### config.mk
export PLATFORM = sky130hd
export DESIGN_NAME = lfsr_controller_flat
export DESIGN_NICKNAME = d
export VERILOG_FILES = /design/src/rtl/lfsr_pkg.sv /design/src/rtl/lfsr_controller_if.sv /design/src/rtl/lfsr_controller_start_sync.sv /design/src/rtl/lfsr_controller.sv /design/src/flat_wrapper.sv
export SDC_FILE = /design/constraint.sdc
export NUM_CORES = 1
export LEC_CHECK = 0
export ABC_AREA = 1
export BUFFER_PORTS_ARGS = -buffer_cell sky130_fd_sc_hd__buf_4
export CAP_MARGIN = 20
export CORE_MARGIN = 2
export CORE_UTILIZATION = 39
export CTS_CLUSTER_SIZE = 12
export DETAILED_ROUTE_END_ITERATION = 10
export PLACE_DENSITY_LB_ADDON = 0.3
export SLEW_MARGIN = 20
export SYNTH_ARGS = -nofsm -noshare
export SYNTH_HDL_FRONTEND = slang
export SYNTH_SLANG_ARGS = --single-unit
### constraint.sdc
create_clock -name clk -period 1.3 [get_ports clk]
set_clock_uncertainty 0.15 [all_clocks]
set_input_delay 0.13 -clock clk [delete_from_list [all_inputs] [get_ports clk]]
set_output_delay 0.13 -clock clk [all_outputs]
set_load 0.03 [all_outputs]
### src/rtl/lfsr_pkg.sv
// ============================================================================
// Module : lfsr_pkg
// Shared state encoding and constants for the LFSR sequence controller.
// Rev    : 1.0  initial release
// ============================================================================
`default_nettype none

package lfsr_pkg;

  typedef enum logic [2:0] {
    IDLE  = 3'd0,
    INIT  = 3'd1,
    PRIME = 3'd2,
    SCAN  = 3'd3,
    SEED  = 3'd4,
    RUN   = 3'd5,
    DONE  = 3'd6
  } state_t;

  localparam logic [2:0] TAP0_DEFAULT = 3'd1;
  localparam logic [2:0] TAP1_DEFAULT = 3'd0;
  localparam int         SCAN_LEN     = 8;

  // Cycles spent outside IDLE for a run of the given length.
  function automatic int run_cycles(input int seq_num);
    return seq_num + SCAN_LEN + 6;
  endfunction

endpackage

`default_nettype wire

### src/rtl/lfsr_controller_if.sv
// ============================================================================
// Module : lfsr_controller_if
// Control/status bundle between the LFSR controller and its datapath.
// Rev    : 1.0  initial release
// ============================================================================
`default_nettype none

interface lfsr_controller_if;

  logic i_equals_8;
  logic switches0_equals_1;
  logic j_equals_seq_num;

  logic busy_en;
  logic busy_s;
  logic i_en;
  logic i_s;
  logic j_en;
  logic j_s;
  logic num_en;
  logic num_s;
  logic tap0_en;
  logic tap0_s;
  logic tap1_en;
  logic tap1_s;
  logic switches_en;
  logic switches_s;
  logic seq_num_en;
  logic seq_num_s;
  logic done;

  modport master (
    input  i_equals_8, switches0_equals_1, j_equals_seq_num,
    output busy_en, busy_s, i_en, i_s, j_en, j_s, num_en, num_s,
           tap0_en, tap0_s, tap1_en, tap1_s, switches_en, switches_s,
           seq_num_en, seq_num_s, done
  );

  modport slave (
    output i_equals_8, switches0_equals_1, j_equals_seq_num,
    input  busy_en, busy_s, i_en, i_s, j_en, j_s, num_en, num_s,
           tap0_en, tap0_s, tap1_en, tap1_s, switches_en, switches_s,
           seq_num_en, seq_num_s, done
  );

endinterface

`default_nettype wire

### src/rtl/lfsr_controller_start_sync.sv
// ============================================================================
// Module : start_sync
// Two-flop synchronizer followed by a rising-edge detector for a push-button.
// Rev    : 1.0  initial release
// ============================================================================
`default_nettype none

module start_sync (
  input  logic clk,
  input  logic rst_n,
  input  logic din,
  output logic pulse
);

  logic meta;
  logic sync;
  logic sync_d;

  always_ff @(posedge clk or negedge rst_n) begin
    if (!rst_n) begin
      meta   <= 1'b0;
      sync   <= 1'b0;
      sync_d <= 1'b0;
    end else begin
      meta   <= din;
      sync   <= meta;
      sync_d <= sync;
    end
  end

  assign pulse = sync & ~sync_d;

endmodule

`default_nettype wire

### src/rtl/lfsr_controller.sv
// ============================================================================
// Module : lfsr_controller
// Control FSM for the LFSR datapath: load, tap scan, seed, step, done.
// Optional macro LFSR_SINGLE_STEP_EN adds a step input gating RUN advances.
// Rev    : 1.0  initial release
// ============================================================================
`default_nettype none

module lfsr_controller
  import lfsr_pkg::*;
#(
  parameter bit SYNC_START = 1'b1
) (
  input  logic clk,
  input  logic rst_n,
  input  logic start,
`ifdef LFSR_SINGLE_STEP_EN
  input  logic step,
`endif
  lfsr_controller_if.master dp
);

  state_t     state;
  state_t     state_next;
  logic [1:0] tap_cnt;
  logic [1:0] tap_cnt_next;
  logic       start_pulse;
  logic       step_ok;

  generate
    if (SYNC_START) begin : g_sync
      start_sync u_start_sync (
        .clk   (clk),
        .rst_n (rst_n),
        .din   (start),
        .pulse (start_pulse)
      );
    end else begin : g_direct
      assign start_pulse = start;
    end
  endgenerate

`ifdef LFSR_SINGLE_STEP_EN
  assign step_ok = step;
`else
  assign step_ok = 1'b1;
`endif

  always_ff @(posedge clk or negedge rst_n) begin
    if (!rst_n) begin
      state   <= IDLE;
      tap_cnt <= 2'd0;
    end else begin
      state   <= state_next;
      tap_cnt <= tap_cnt_next;
    end
  end

  always_comb begin
    state_next     = state;
    tap_cnt_next   = tap_cnt;
    dp.busy_en     = 1'b0;
    dp.busy_s      = 1'b0;
    dp.i_en        = 1'b0;
    dp.i_s         = 1'b0;
    dp.j_en        = 1'b0;
    dp.j_s         = 1'b0;
    dp.num_en      = 1'b0;
    dp.num_s       = 1'b0;
    dp.tap0_en     = 1'b0;
    dp.tap0_s      = 1'b0;
    dp.tap1_en     = 1'b0;
    dp.tap1_s      = 1'b0;
    dp.switches_en = 1'b0;
    dp.switches_s  = 1'b0;
    dp.seq_num_en  = 1'b0;
    dp.seq_num_s   = 1'b0;
    dp.done        = 1'b0;

    case (state)
      IDLE: begin
        // Clearing busy every idle cycle scrubs a stale value after reset.
        dp.busy_en = 1'b1;
        if (start_pulse) begin
          state_next = INIT;
        end
      end

      INIT: begin
        dp.switches_en = 1'b1;
        dp.i_en        = 1'b1;
        dp.tap0_en     = 1'b1;
        dp.tap1_en     = 1'b1;
        dp.busy_en     = 1'b1;
        dp.busy_s      = 1'b1;
        tap_cnt_next   = 2'd0;
        state_next     = PRIME;
      end

      PRIME: begin
        dp.i_en    = 1'b1;
        dp.i_s     = 1'b1;
        state_next = SCAN;
      end

      SCAN: begin
        if (dp.i_equals_8) begin
          state_next = SEED;
        end else begin
          dp.i_en        = 1'b1;
          dp.i_s         = 1'b1;
          dp.switches_en = 1'b1;
          dp.switches_s  = 1'b1;
          if (dp.switches0_equals_1 && (tap_cnt == 2'd0)) begin
            dp.tap0_en   = 1'b1;
            dp.tap0_s    = 1'b1;
            tap_cnt_next = 2'd1;
          end else if (dp.switches0_equals_1 && (tap_cnt == 2'd1)) begin
            dp.tap1_en   = 1'b1;
            dp.tap1_s    = 1'b1;
            tap_cnt_next = 2'd2;
          end
        end
      end

      SEED: begin
        dp.num_en  = 1'b1;
        dp.j_en    = 1'b1;
        state_next = RUN;
      end

      RUN: begin
        if (dp.j_equals_seq_num) begin
          state_next = DONE;
        end else if (step_ok) begin
          dp.num_en = 1'b1;
          dp.num_s  = 1'b1;
          dp.j_en   = 1'b1;
          dp.j_s    = 1'b1;
        end
      end

      DONE: begin
        dp.done    = 1'b1;
        dp.busy_en = 1'b1;
        state_next = IDLE;
      end

      default: begin
        state_next = IDLE;
      end
    endcase
  end

endmodule

`default_nettype wire

### src/flat_wrapper.sv
// flat-port wrapper written by rule: the top's interface ports become plain ports
module lfsr_controller_flat import lfsr_pkg::*;
#(
  parameter bit SYNC_START = 1'b1
)
  (clk, rst_n, start, dp_i_equals_8, dp_switches0_equals_1, dp_j_equals_seq_num, dp_busy_en, dp_busy_s, dp_i_en, dp_i_s, dp_j_en, dp_j_s, dp_num_en, dp_num_s, dp_tap0_en, dp_tap0_s, dp_tap1_en, dp_tap1_s, dp_switches_en, dp_switches_s, dp_seq_num_en, dp_seq_num_s, dp_done);
  lfsr_controller_if dp_i ();
  input  logic clk;
  input  logic rst_n;
  input  logic start;
  input wire logic [$bits(dp_i.i_equals_8)-1:0] dp_i_equals_8;
  input wire logic [$bits(dp_i.switches0_equals_1)-1:0] dp_switches0_equals_1;
  input wire logic [$bits(dp_i.j_equals_seq_num)-1:0] dp_j_equals_seq_num;
  output wire logic [$bits(dp_i.busy_en)-1:0] dp_busy_en;
  output wire logic [$bits(dp_i.busy_s)-1:0] dp_busy_s;
  output wire logic [$bits(dp_i.i_en)-1:0] dp_i_en;
  output wire logic [$bits(dp_i.i_s)-1:0] dp_i_s;
  output wire logic [$bits(dp_i.j_en)-1:0] dp_j_en;
  output wire logic [$bits(dp_i.j_s)-1:0] dp_j_s;
  output wire logic [$bits(dp_i.num_en)-1:0] dp_num_en;
  output wire logic [$bits(dp_i.num_s)-1:0] dp_num_s;
  output wire logic [$bits(dp_i.tap0_en)-1:0] dp_tap0_en;
  output wire logic [$bits(dp_i.tap0_s)-1:0] dp_tap0_s;
  output wire logic [$bits(dp_i.tap1_en)-1:0] dp_tap1_en;
  output wire logic [$bits(dp_i.tap1_s)-1:0] dp_tap1_s;
  output wire logic [$bits(dp_i.switches_en)-1:0] dp_switches_en;
  output wire logic [$bits(dp_i.switches_s)-1:0] dp_switches_s;
  output wire logic [$bits(dp_i.seq_num_en)-1:0] dp_seq_num_en;
  output wire logic [$bits(dp_i.seq_num_s)-1:0] dp_seq_num_s;
  output wire logic [$bits(dp_i.done)-1:0] dp_done;
  assign dp_i.i_equals_8 = dp_i_equals_8;
  assign dp_i.switches0_equals_1 = dp_switches0_equals_1;
  assign dp_i.j_equals_seq_num = dp_j_equals_seq_num;
  assign dp_busy_en = dp_i.busy_en;
  assign dp_busy_s = dp_i.busy_s;
  assign dp_i_en = dp_i.i_en;
  assign dp_i_s = dp_i.i_s;
  assign dp_j_en = dp_i.j_en;
  assign dp_j_s = dp_i.j_s;
  assign dp_num_en = dp_i.num_en;
  assign dp_num_s = dp_i.num_s;
  assign dp_tap0_en = dp_i.tap0_en;
  assign dp_tap0_s = dp_i.tap0_s;
  assign dp_tap1_en = dp_i.tap1_en;
  assign dp_tap1_s = dp_i.tap1_s;
  assign dp_switches_en = dp_i.switches_en;
  assign dp_switches_s = dp_i.switches_s;
  assign dp_seq_num_en = dp_i.seq_num_en;
  assign dp_seq_num_s = dp_i.seq_num_s;
  assign dp_done = dp_i.done;
  lfsr_controller #(.SYNC_START(SYNC_START)) u_core (.clk(clk), .rst_n(rst_n), .start(start), .dp(dp_i));
endmodule
==> summary.txt, run 1 <==
Cells and area
  • Storage element area: 204 sq um
  • Share of cells above drive strength 1: 0.670
  • Most frequent cells in the layout: buf_6 (18), buf_4 (15), nand2_1 (12)
  • Nets: ~110
  • Commonest non-fill, non-tap cell in the layout: buf_6
  • # diodes: 0
  • Area taken by multi-input logic gates: a little over 300 sq um
  • Final Core Density: 0.776
  • Layout Cells excl Fill: roughly 120
  • P&R area growth vs syn: 91.5%
  • Design Area, Final: 985 sq um
  • Fill cells: between 80 and 90

Routing
  • Routed wire per std cell: about 11 um
  • Final wirelength: 1390 um
  • DRT iter0 DRCs: 11
  • Residual DRC count: 0
  • Total number of vias: 553
  • Post-route antenna net violation count: 0
  • Vias per Instance: between 4 and 5
  • Drt pass-1 iters: 4

CTS
  • Maximum root-to-sink buffer count: 2
  • TritonCTS clock tree: done
  • Clock sink count: 8
  • H-tree Lvls: 1
  • TritonCTS Buffers: 3
  • Worst-Skew Late Latency: around 0.25 ns
  • Clock slew at reported path FFs: approximately 0.05 ns
  • Root Driver: clkbuf_4

Yosys
  • Mapped Cells: 69
  • Seq cells post-synth: 8
  • Synth area leaders: dfrtp_1 (39%), nand2_1 (14%), buf_4 (7.3%)
  • Fraction of the yosys area taken by sequential cells: 0.389
  • Area of the mapped netlist: between 500 and 600 sq um
  • Unique masters post-synth: 15
  • Ys Warns: 0
  • Syn Area/Cell: 7.45 sq um
  • Largest area contributor in the netlist: dfrtp_1
  • Top cell type's share of synthesized area: 0.389

Timing
  • Final Max Slew Viols: 0
  • Final hold viol count: 0
  • TNS Setup: -3.93 ns
  • Fin crit period: around 1.6 ns
  • Worst setup margin: -0.269 ns
  • Period utilization: 1.21
  • RSZ-0062 raised after global routing: yes
  • Final setup fails: 19
  • Max Clock Freq: roughly 640 MHz

Place
  • Dpl ws: -0.0162 ns
  • DP Area: approximately 730 sq um
  • Routability Congestion: about 0.84
  • IO Port Bufs: 20
  • Post-DP HPWL: about 900 um
  • Post-Place Cells: between 100 and 150

Global routing
  • Initial antenna violation count: 0
  • Largest net degree at the start of global routing: 9
  • Total grt overflow: 0
  • Vias in the first global route: 435
  • Global-route wire length before repair: approximately 1700 um
  • Gr usage total: 0.162

Power and ir drop
  • Max IR drop VDD: 1560 uV
  • Leak pwr: ~0.56 nW
  • Pwr Density: between 2000 and 3000 nW/um^2

Setup path
  • Crit Path Max Fanout: 5
  • Data required, critical path: 1.02 ns
  • CP Launch Type: register
  • Critical path class: reg -> out
  • WP data arrival: approximately 1.3 ns
  • CP endpoint kind: primary output

Die
  • Die Span X: slightly above 40 um
  • Initial core utilization: 0.405
  • Die height: 40.3 um
  • Die area: 1620 sq um
  • Core Area: 1270 sq um
  • # rows: 13
  • I/O pins: 23

Min path
  • HP Class: in -> async

Status
  • Status: finished with violations
  • Violated checks: negative setup slack

Flow run
  • Max-cap check violation count: 0
==> per-layer routing <==
metal / part of all wire / wire length (um) / GRT usage
met1: 0.40 / 557 / 0.213
met2: 0.55 / 762 / 0.254
met3: 0.041 / 57 / 0.0167
met4: 0.0072 / 10 / 0.100
met5: 0 / 0 / 0
==> flip-flops by register name, summed over array words and instances (netlist names) <==
name                               flops
u_core.state                           3
u_core.g_sync.u_start_sync.meta        1
u_core.g_sync.u_start_sync.sync        1
u_core.g_sync.u_start_sync.sync_d      1
u_core.tap_cnt                         2
==> cell type report <==
| type | instances | share of cell area |
|---|---|---|
| flip-flops and latches | 8 | 0.207 |
| well taps | 15 | 0.0191 |
| multi-input cells | 44 | 0.310 |
| inverters | 13 | 0.0661 |
| clock buffers | 4 | 0.0267 |
| repair buffers | 37 | 0.371 |
==> per-stage QoR <==
step	total power, W	hold WS [ns]
floorplan	0.00139	-0.316
global placement	0.00182	-0.201
detailed placement	0.00183	-0.201
CTS	0.00223	0.0698
global route	0.00272	0.0740
finish	0.00256	0.0776
==> path summary, 6_finish.rpt <==
check,cells past startpoint,slack (ns),endpoint,startpoint
worst min register to register,0,0.21,u_core.g_sync.u_start_sync.sync,u_core.g_sync.u_start_sync.meta
worst max register to register,8,-0.21,u_core.state[1],u_core.state[0]
worst max-delay path,5,-0.27,dp_i_en,u_core.state[0]
worst min-delay path,2,0.08,u_core.g_sync.u_start_sync.meta,rst_n
max in group asynchronous,2,0.79,u_core.state[2],rst_n
min in group clk,5,0.14,u_core.tap_cnt[1],dp_switches0_equals_1
==> worst max-delay path, stage by stage (launching register included) <==
cell     delay [ns]
dfrtp_2        0.45
buf_4          0.16
inv_4          0.07
nand3_2        0.13
nand3_2        0.11
buf_6          0.13
==> cells in the mapped netlist <==
master	number
nand3_1	5
inv_2	2
inv_1	10
clkinv_2	1
conb_1	1
nor2_1	3
dfrtp_1	8
buf_4	5
nand2_4	3
nor2_4	2
nand2_2	5
o21ai_0	1
a21oi_1	2
nand2_1	19
nand4_1	2
==> cells by family after synthesis <==
logic type      count (synthesis)  share of synthesized area
compound gates                  3                     0.0292
simple gates                   39                      0.404
flops                           8                      0.389
buf+inv                        18                      0.170
other cells                     1                    0.00729
==> power by group <==
part	leakage, nW	switching, W	internal [W]
Combinational	0.453	0.00108	0.000865
Sequential	0.0964	0.000101	0.000327
Clock	0.0150	0.0000754	0.000117
==> what timing repair did <==
action,CTS,global route
endpoints found under the setup margin,15,19
hold buffers,3,0
endpoints found under the hold margin,10,0
pin swaps,1,4
setup buffers,3,5
gates resized for setup,13,24
Power figures use the tool's default switching activity.
==> run 2, diff against run 1 <==
--- a/config.mk
+++ b/config.mk
@@ -12,7 +12,7 @@
 export CORE_UTILIZATION = 39
 export CTS_CLUSTER_SIZE = 12
 export DETAILED_ROUTE_END_ITERATION = 10
-export PLACE_DENSITY_LB_ADDON = 0.3
+export PLACE_DENSITY = 0.71
 export SLEW_MARGIN = 20
 export SYNTH_ARGS = -nofsm -noshare
 export SYNTH_HDL_FRONTEND = slang
==> summary.txt, run 2 (same netlist as run 1, synthesis figures left out) <==
Setup path
  • Reg2reg end: u_core.tap_cnt[0]
  • Worst-case reg-to-reg path depth: 9
  • CP Launch Type: register
  • CP Launch Point: u_core.state[1]
  • CP endpoint kind: primary output
  • Critical path class: reg -> out
  • WP data arrival: between 1 and 1.5 ns
  • Crit Path Max Fanout: 5
  • Data required, critical path: ~1.0 ns
  • R2r setup slk: -0.12 ns
  • RR Startpoint: u_core.state[1]

Cells and area
  • Area taken by multi-input logic gates: around 320 sq um
  • Largest regs: u_core.state x3, u_core.tap_cnt x2
  • Share of cells above drive strength 1: 0.635
  • Most frequent cells in the layout: buf_4 (20), nand2_1 (13), buf_6 (11)
  • Largest register FFs: 3
  • P&R area growth vs syn: 83.9%
  • Storage element area: roughly 200 sq um
  • Fill cells: 95
  • Nets: 111
  • Final Core Density: 0.746
  • Commonest non-fill, non-tap cell in the layout: buf_4
  • # diodes: 0
  • Largest Register: u_core.state

Status
  • Status: finished with violations
  • Violated checks: negative setup slack

Place
  • Dpl ws: -0.0205 ns
  • Routability Congestion: 0.827
  • Post-DP HPWL: just over 800 um
  • IO Port Bufs: 20

Power and ir drop
  • Leak pwr: 0.559 nW
  • Pwr Density: about 2500 nW/um^2
  • Max IR drop VDD: around 1300 uV
  • Final Power: around 0.0024 W

Global routing
  • Total grt overflow: 0
  • Gr usage total: 0.150
  • Global-route wire length before repair: about 1500 um
  • Largest net degree at the start of global routing: 9
  • Initial antenna violation count: 0
  • Vias in the first global route: 405

Die
  • Die height: about 40 um
  • I/O pins: 23
  • # rows: 13
  • Die Span X: between 40 and 50 um
  • Die area: between 1500 and 2000 sq um
  • Initial core utilization: 0.405
  • Core Area: about 1300 sq um

CTS
  • Maximum root-to-sink buffer count: 2
  • Worst-Skew Late Latency: around 0.24 ns
  • TritonCTS clock tree: done
  • Clock sink count: 8
  • Clock slew at reported path FFs: about 0.050 ns
  • H-tree Lvls: 1
  • TritonCTS Buffers: 3
  • Root Driver: clkbuf_4

Routing
  • Routed wire per std cell: about 11 um
  • Drt pass-1 iters: 4
  • DRT iter0 DRCs: 8
  • Post-route antenna net violation count: 0
  • Total number of vias: ~520
  • Vias per Instance: 4.39
  • Residual DRC count: 0
  • Final wirelength: approximately 1300 um

Timing
  • Worst setup margin: -0.270 ns
  • RSZ-0062 raised after global routing: yes
  • TNS Setup: -3.48 ns
  • Max Clock Freq: ~640 MHz
  • Final hold viol count: 0
  • Period utilization: 1.21
  • Final Max Slew Viols: 0
  • Fin crit period: 1.57 ns
  • Final setup fails: 18

Flow run
  • Max-cap check violation count: 0

Min path
  • HP Class: in -> async
run 2: cell types whose count changed in the layout (fill, tap and decap cells not counted), sizes merged:
cell  delta
buf      -2
run 2: per-stage QoR:
stage	std cells	hold slack, ns	area, sq um
floorplan	70	-0.316	562
global placement	106	-0.203	731
detailed placement	106	-0.203	731
CTS	114	0.0648	838
global route	119	0.0904	946
finish	119	0.0718	946
run 2: layer usage:
layer / part of all wire / GRT usage
met1: 0.41 / 0.170
met2: 0.57 / 0.250
met3: 0.024 / 0.0333
met4: 0 / 0.100
met5: 0 / 0
run 2: power by group:
group | internal, W | total [W] | switching (W)
Combinational | 0.000760 | 0.00181 | 0.00105
Sequential | 0.000324 | 0.000408 | 0.0000838
Clock | 0.000117 | 0.000189 | 0.0000721
run 2: timing repair:
item / CTS / global route
pin swaps: 2 / 8
setup endpoints to repair: 15 / 19
hold buffers: 3 / 0
gates cloned: 0 / 0
buffers inserted: 1 / 5
gates resized for setup: 12 / 13
hold endpoints to repair: 10 / 0
run 2: how the worst max path moves through the flow:
stage / slack (ns) / end / cells past startpoint
detailed placement: -0.02 / dp_tap1_en / 7
CTS: -0.27 / dp_tap0_en / 7
floorplan: -0.06 / dp_num_en / 5
global route: -0.36 / dp_tap0_en / 7
finish: -0.27 / dp_tap0_en / 7
global placement: -0.003 / dp_tap1_en / 7
run 2: critical path: stages, from the launching register on:
cell and delay (ns):
dfrtp_1 0.41, nand2_2 0.09, nor2_4 0.13, nand2_4 0.09, clkinv_4 0.08, nand2_4 0.06
nand2_2 0.07, buf_6 0.12
run 2: layout make-up:
| class | count | area share |
|---|---|---|
| timing repair buffer | 35 | 0.343 |
| inverter | 13 | 0.0608 |
| sequential | 8 | 0.214 |
| tap | 15 | 0.0198 |
| clock buffer | 4 | 0.0278 |
| multi-input combinational | 44 | 0.335 |
==> run 3, diff against run 2 <==
--- a/config.mk
+++ b/config.mk
@@ -8,11 +8,11 @@
 export ABC_AREA = 1
 export BUFFER_PORTS_ARGS = -buffer_cell sky130_fd_sc_hd__buf_4
 export CAP_MARGIN = 20
-export CORE_MARGIN = 2
-export CORE_UTILIZATION = 39
+export CORE_AREA = 2 2 39 41
 export CTS_CLUSTER_SIZE = 12
 export DETAILED_ROUTE_END_ITERATION = 10
-export PLACE_DENSITY = 0.71
+export DIE_AREA = 0 0 41 43
+export PLACE_DENSITY = 0.68
 export SLEW_MARGIN = 20
 export SYNTH_ARGS = -nofsm -noshare
 export SYNTH_HDL_FRONTEND = slang
==> constraint.sdc (replaced) <==
create_clock -name clk -period 1.84 [get_ports clk]
set_clock_uncertainty 0.15 [all_clocks]
set_input_delay 0.184 -clock clk [delete_from_list [all_inputs] [get_ports clk]]
set_output_delay 0.184 -clock clk [all_outputs]
set_load 0.03 [all_outputs]
==> summary.txt, run 3 (same netlist as run 1, synthesis figures left out) <==
Setup path
  • CP endpoint kind: primary output
  • Critical path class: in -> out
  • Data required, critical path: 1.51 ns
  • WP data arrival: 1.38 ns
  • CP Launch Type: input pin
  • Crit Path Max Fanout: 8

Cells and area
  • Commonest non-fill, non-tap cell in the layout: buf_4
  • Final Core Density: 0.508
  • Fill cells: between 100 and 150
  • Largest register FFs: 3
  • Storage element area: 200 sq um
  • Largest Register: u_core.state
  • Largest regs: u_core.state x3, u_core.tap_cnt x2
  • Nets: 99
  • # diodes: 0
  • Area taken by multi-input logic gates: between 200 and 250 sq um
  • P&R area growth vs syn: 36.7%
  • Share of cells above drive strength 1: 0.396
  • Most frequent cells in the layout: buf_4 (20), nand2_1 (19), inv_1 (10)

Timing
  • Max Clock Freq: a little under 600 MHz
  • Fin crit period: around 1.7 ns
  • TNS Setup: 0 ns
  • Hold slack: 0.138 ns
  • RSZ-0062 raised after global routing: no
  • Final Max Slew Viols: 0
  • Period utilization: 0.930
  • Final hold viol count: 0
  • Final setup fails: 0

Place
  • Routability Congestion: 0.744
  • IO Port Bufs: 20
  • Post-DP HPWL: 766 um

Routing
  • Residual DRC count: 0
  • Routed wire per std cell: 8.21 um
  • Vias per Instance: 4.16
  • Drt pass-1 iters: 4
  • Total number of vias: between 400 and 500
  • Final wirelength: a little under 900 um
  • Post-route antenna net violation count: 0
  • DRT iter0 DRCs: 10

Die
  • # rows: 14
  • Die height: 43 um
  • I/O pins: 23
  • Die area: between 1500 and 2000 sq um
  • Core Area: approximately 1400 sq um
  • Initial core utilization: 0.372
  • Die Span X: 41 um

Global routing
  • Largest net degree at the start of global routing: 9
  • Total grt overflow: 0
  • Vias in the first global route: ~370
  • Global-route wire length before repair: about 1400 um
  • Gr usage total: 0.122
  • Initial antenna violation count: 0

Flow run
  • Max-cap check violation count: 0

CTS
  • Clock sink count: 8
  • Worst-Skew Late Latency: 0.24 ns
  • H-tree Lvls: 1
  • Clock slew at reported path FFs: ~0.050 ns
  • TritonCTS clock tree: done
  • Root Driver: clkbuf_4
  • Maximum root-to-sink buffer count: 2
  • TritonCTS Buffers: 3

Min path
  • HP Class: in -> async

Status
  • Status: finished clean

Power and ir drop
  • Pwr Density: between 1500 and 2000 nW/um^2
  • Leak pwr: approximately 0.45 nW
  • Max IR drop VDD: 663 uV
## run 3: final timing paths
check / from / endpoint / slack [ns] / cells past startpoint
setup / recovery: dp_i_equals_8 / dp_tap0_en / 0.13 / 8
hold / removal: rst_n / u_core.state[0] / 0.14 / 2
setup reg to reg: u_core.state[1] / u_core.tap_cnt[1] / 0.54 / 8
hold reg to reg: u_core.g_sync.u_start_sync.meta / u_core.g_sync.u_start_sync.sync / 0.21 / 0
max in group asynchronous: rst_n / u_core.g_sync.u_start_sync.sync_d / 1.28 / 2
min in group clk: dp_switches0_equals_1 / u_core.tap_cnt[1] / 0.18 / 5
## run 3: critical path, stage by stage
cell and delay (ns):
dlygate4sd3_1 0.53, buf_4 0.14, inv_1 0.08, nand2_4 0.09
clkinv_2 0.08, nand2_2 0.06, nand2_1 0.06, buf_4 0.15
## run 3: repair_timing
item	in CTS	in global routing
hold buffers	3	0
buffers inserted	0	0
hold endpoints to repair	10	0
resized for setup	0	0
## run 3: layout make-up
type                    instances  area share
clock buffers                   3      0.0320
inverters                      13      0.0712
multi-input cells              44       0.327
flip-flops and latches          8       0.285
well taps                      16      0.0285
repair buffers                 23       0.256
## run 3: routing by layer
layer / vias to the layer above / track usage / share of wire
li1: 245 / - / -
met1: 189 / 0.160 / 0.44
met2: 9 / 0.169 / 0.51
met3: 2 / 0.0157 / 0.038
met4: 0 / 0.100 / 0.0091
met5: - / 0 / 0
## run 3: through the flow
step | instance area [sq um] | std cells | total power (W) | worst slack (ns)
3_5_place_dp | 651 | 101 | 0.00116 | 0.393
5_1_grt | 703 | 107 | 0.00137 | 0.0479
4_1_cts | 703 | 107 | 0.00129 | 0.119
2_1_floorplan | 518 | 70 | 0.000914 | 0.0962
3_3_place_gp | 651 | 101 | 0.00116 | 0.418
6_report | 703 | 107 | 0.00127 | 0.128
## run 3: power breakdown
group	total, W	internal, W	switching [W]
clock network	0.000121	0.0000738	0.0000472
registers	0.000295	0.000225	0.0000702
logic	0.000856	0.000301	0.000555
